--- src/rtl/baud_gen_multi.sv ---
// Multi-rate UART baud tick generator with frame bit counter.
// Runtime rate select, mid-bit (RX) or bit-end (TX) ticks, busy/done handshake with abort.
//
// state  | meaning
// S_IDLE | no frame; cnt and bit_idx held at 0, start (with legal divisor) accepted
// S_RUN  | frame in progress; cnt counts bit period, bit_idx counts periods
module baud_gen_multi #(
    parameter int CLK_HZ     = 50000000,
    parameter int CNT_W      = 16,
    parameter int FRAME_BITS = 10,
    parameter int MIN_DIV    = 3
) (
    input  logic             clk,
    input  logic             rst_n,
    input  logic             start,
    input  logic             abort,
    input  logic [2:0]       baud_sel,
    input  logic [CNT_W-1:0] div_custom,
    input  logic             mid_sample,
    output logic             clk_bps,
    output logic [3:0]       bit_idx,
    output logic             busy,
    output logic             done,
    output logic             cfg_err
);

    localparam logic [CNT_W-1:0] DIV_9600   = CNT_W'(CLK_HZ / 9600   - 1);
    localparam logic [CNT_W-1:0] DIV_19200  = CNT_W'(CLK_HZ / 19200  - 1);
    localparam logic [CNT_W-1:0] DIV_38400  = CNT_W'(CLK_HZ / 38400  - 1);
    localparam logic [CNT_W-1:0] DIV_57600  = CNT_W'(CLK_HZ / 57600  - 1);
    localparam logic [CNT_W-1:0] DIV_115200 = CNT_W'(CLK_HZ / 115200 - 1);
    localparam logic [3:0]       LAST_BIT   = 4'(FRAME_BITS - 1);

    typedef enum logic {S_IDLE, S_RUN} state_t;

    state_t           state_q, state_d;
    logic [CNT_W-1:0] cnt, div_q, half_q, div_sel, tick_pt;
    logic             mode_q;
    logic             legal, accept, reject, wrap, frame_end, tick_hit;
    logic             done_d, bps_d, err_d;

    always_comb begin
        div_sel = div_custom;
        case (baud_sel)
            3'd0:    div_sel = DIV_9600;
            3'd1:    div_sel = DIV_19200;
            3'd2:    div_sel = DIV_38400;
            3'd3:    div_sel = DIV_57600;
            3'd4:    div_sel = DIV_115200;
            default: div_sel = div_custom;
        endcase
    end

    assign legal     = (baud_sel < 3'd5) || (div_custom >= CNT_W'(MIN_DIV));
    assign accept    = (state_q == S_IDLE) && start && !abort && legal;
    assign reject    = (state_q == S_IDLE) && start && !abort && !legal;
    assign wrap      = (cnt == div_q);
    assign frame_end = (state_q == S_RUN) && wrap && (bit_idx == LAST_BIT);
    assign tick_pt   = mode_q ? half_q : div_q;
    assign tick_hit  = (state_q == S_RUN) && (cnt == tick_pt);

    always_ff @(posedge clk) begin
        if (!rst_n) state_q <= S_IDLE;
        else        state_q <= state_d;
    end

    always_comb begin
        state_d = state_q;
        case (state_q)
            S_IDLE:  if (accept) state_d = S_RUN;
            S_RUN:   if (abort || frame_end) state_d = S_IDLE;
            default: state_d = S_IDLE;
        endcase
    end

    // Abort suppresses every pulse due on the same edge, including the final done.
    always_comb begin
        busy   = (state_q == S_RUN);
        done_d = frame_end && !abort;
        bps_d  = tick_hit && !abort;
        err_d  = reject;
    end

    always_ff @(posedge clk) begin
        if (!rst_n) begin
            cnt     <= '0;
            bit_idx <= '0;
            done    <= 1'b0;
            clk_bps <= 1'b0;
            cfg_err <= 1'b0;
            div_q   <= '0;
            half_q  <= '0;
            mode_q  <= 1'b0;
        end else begin
            done    <= done_d;
            clk_bps <= bps_d;
            cfg_err <= err_d;
            if (accept) begin
                div_q   <= div_sel;
                half_q  <= div_sel >> 1;
                mode_q  <= mid_sample;
                cnt     <= '0;
                bit_idx <= '0;
            end else if (state_q == S_RUN && !abort && !frame_end) begin
                if (wrap) begin
                    cnt     <= '0;
                    bit_idx <= bit_idx + 4'd1;
                end else begin
                    cnt <= cnt + CNT_W'(1);
                end
            end else begin
                cnt     <= '0;
                bit_idx <= '0;
            end
        end
    end

endmodule
--- config.mk ---
export PLATFORM = sky130hd
export DESIGN_NAME = baud_gen_multi
export DESIGN_NICKNAME = d
export VERILOG_FILES = /design/src/rtl/baud_gen_multi.sv
export SDC_FILE = /design/constraint.sdc
export NUM_CORES = 1
export LEC_CHECK = 0
export ABC_CLOCK_PERIOD_IN_PS = 4500
export CORE_MARGIN = 2
export CORE_UTILIZATION = 55
export CTS_CLUSTER_SIZE = 30
export DETAILED_ROUTE_END_ITERATION = 7
export PLACE_DENSITY = 0.8
export SKIP_LAST_GASP = 1
export SYNTH_ARGS = -nofsm -noshare
export SYNTH_HDL_FRONTEND = slang
export SYNTH_SLANG_ARGS = --single-unit
--- constraint.sdc ---
create_clock -name clk -period 4.5 [get_ports clk]
set_clock_uncertainty 0.15 [all_clocks]
set_input_delay 0.9 -clock clk [delete_from_list [all_inputs] [get_ports clk]]
set_output_delay 0.9 -clock clk [all_outputs]
set_load 0.02 [all_outputs]
==> key figures <==
Run status
  • Status: complete, no violations

Synthesis
  • Synth Flop Type: dfxtp_1
  • Top post-synthesis cells by area: dfxtp_1 (34%), xnor2_1 (9.7%), xor2_1 (5.8%)
  • Yosys cell types: 48
  • Post-synth EDFFs: 0
  • Syn. warnings: 0
  • Synth Cell Area: around 2400 um^2
  • Seq/Total Area, Yosys: 0.337
  • Cell taking the most area after synthesis: dfxtp_1
  • Seq cells post-synth: 41
  • Post-synthesis net count: between 300 and 400
  • Cells after synthesis: 286
  • Avg Cell Area, Syn: between 8 and 9 um^2
  • Yosys top cell area share: 0.337
  • Post-synth ARST share: 0

Layout
  • Utilization after layout: 0.654
  • Nets@finish: 333
  • Area added between synthesis and finish: 15.4%
  • Filler cell count: roughly 370
  • Sequential Area: 821 um^2
  • Layout cell share with drive strength beyond 1: 0.0879
  • Leading cell type in the layout, fill and taps excluded: dfxtp_1
  • Multi-input gate area: about 1500 um^2
  • Most frequent cells in the layout: dfxtp_1 (41), nor2_1 (33), clkdlybuf4s50_1 (31), xnor2_1 (27), nand3_1 (18)
  • Finished Cell Area: 2810 um^2
  • Diodes inserted: 0

Global routing
  • First-pass GRT wire length: 8630 um
  • Vias in the first global route: approximately 1800
  • Largest net degree at the start of global routing: 20
  • Tot GR Track Use: 0.220
  • Gr ovfl total: 0
  • Initial antenna violation count: 0

Hold path
  • Worst min-delay path startpoint: div_q[6]$_SDFFE_PN0P_
  • Hold Path Class: flop to flop

CTS
  • Clk slew on worst S/H paths: about 80 ps
  • Post-CTS setup buffers: 0
  • CTS sink cnt: slightly above 40
  • CTS tree: built
  • Maximum buffer depth of the clock tree: 2
  • CTS Root Cell: clkbuf_8
  • CTS Hold Bufs: 0
  • Worst skew pair latency: about 300 ps
  • TritonCTS Buffers: 5
  • Clock H-tree levels: 2
  • Cts repair resizes: 0

Placement
  • Post-DP HPWL: approximately 4000 um
  • Port Buffer Count: 31
  • Routability cong.: roughly 0.89
  • DP Area: 2720 um^2

Critical path
  • WP data arrival: between 3000 and 4000 ps
  • CP required: ~4500 ps
  • Reg2reg start: cnt[0]$_SDFF_PP0_
  • Crit Path Category: input port to flop
  • Worst setup SP type: input port
  • CP Capture Type: flop
  • Crit path launch: baud_sel[1]
  • CP max FO: 18

Route
  • Final Routed Wirelength: around 5200 um
  • Routed vias/inst: ~5.6
  • Residual DRC: 0
  • DR pass1 iterations: 4
  • Initial drt markers: 99
  • WL/cell: approximately 14 um
  • Via count: 2009
  • Post-route ant nets: 0

Die
  • Die Area: about 5000 um^2
  • Core area: about 4300 um^2
  • Die extent in x: 70.5 um
  • Initial Util: 0.567
  • Die Y: around 71 um
  • Num ports: 32
  • Num rows: 24

STA
  • Fin crit period: ~3000 ps
  • Slew @ Worst Pin: ~810 ps
  • Max-slew violation count: 0
  • Final setup viols: 0
  • Hold violation total from the final report: 0
  • Setup TNS Final: 0 ps
  • Relative slew slack: 0.461
  • Unrepaired setup endpoints after global routing: no
  • Worst hold slack: ~340 ps
  • Period Utilization, post-route: 0.670
  • Fmax: 332 MHz

Pwr
  • Pwr Density: roughly 270 nW/um^2
  • Peak VDD IR: approximately 150 uV
  • Tot Pwr: 756 uW
  • Lkg Pwr: ~0.96 nW

Job
  • Max_cap viols: 0
-- cell families after synthesis --
| logic type | share of synthesized area |
|---|---|
| xor+xnor | 0.155 |
| compound gates | 0.143 |
| fa+ha+maj | 0.0154 |
| mux | 0.0493 |
| simple gates | 0.240 |
| buf+inv | 0.0606 |
| flops | 0.337 |
-- critical path, stage by stage --
cell and delay (ps):
clkdlybuf4s50_1 580, o21ai_1 370, nor4_4 80, a31oi_2 500
buf_4 340, mux2i_1 200, nor2_1 60
-- cells in the mapped netlist (4+ instances only) --
cell       n
xor2_1    16
and3_1     5
nor2_1    33
nor3_1     4
a21oi_1   13
nand2_1   15
mux2i_1   12
xnor2_1   27
buf_2      4
nand3_1   18
o21ai_0    5
dfxtp_1   41
clkbuf_1  11
nor4_1     6
nand4_1    7
a211oi_1   4
a21oi_2    4
inv_1     13
nand2b_4   4
-- area by class of cell --
type	count	area share
Timing Repair Buffer	32	0.113
Sequential cell	41	0.292
Inverter	14	0.0187
Clock inverter	2	0.00534
Multi-Input combinational cell	212	0.522
Tap cell	52	0.0232
Clock buffer	6	0.0258
-- report_power, final --
| part | total, mW | internal (mW) | switching, mW |
|---|---|---|---|
| Clock | 0.239 | 0.109 | 0.130 |
| Combinational | 0.125 | 0.0621 | 0.0633 |
| Sequential | 0.391 | 0.373 | 0.0180 |
| Total | 0.756 | 0.545 | 0.211 |
-- flip-flops by register name (all words and copies together) (netlist names) --
name / flops
bit_idx: 4
mode_q: 1
clk_bps: 1
div_q: 16
busy: 1
cnt: 16
cfg_err: 1
done: 1
-- final timing paths --
path | to | slack, ps | depth (start not counted)
setup reg to reg | busy$_SDFF_PN0_ | 2270 | 5
setup / recovery | mode_q$_SDFFE_PN0P_ | 1490 | 7
hold / removal | div_q[6]$_SDFFE_PN0P_ | 340 | 2
hold reg to reg | div_q[6]$_SDFFE_PN0P_ | 340 | 2
-- layer usage --
metal / GRT usage / vias up / part of all wire
met3: 0.0484 / 6 / 0.041
li1: - / 1035 / -
met5: 0 / - / 0
met4: 0.0797 / 0 / 0.013
met2: 0.364 / 51 / 0.49
met1: 0.286 / 917 / 0.46
-- per-stage QoR --
step / worst slack (ps) / std cells
after global placement: 1230 / 351
after CTS: 1480 / 359
after floorplan: 1970 / 286
after global routing: 1270 / 359
after detailed placement: 1170 / 351
final: 1490 / 359
Note: power is estimated with default switching activity, not from simulation.
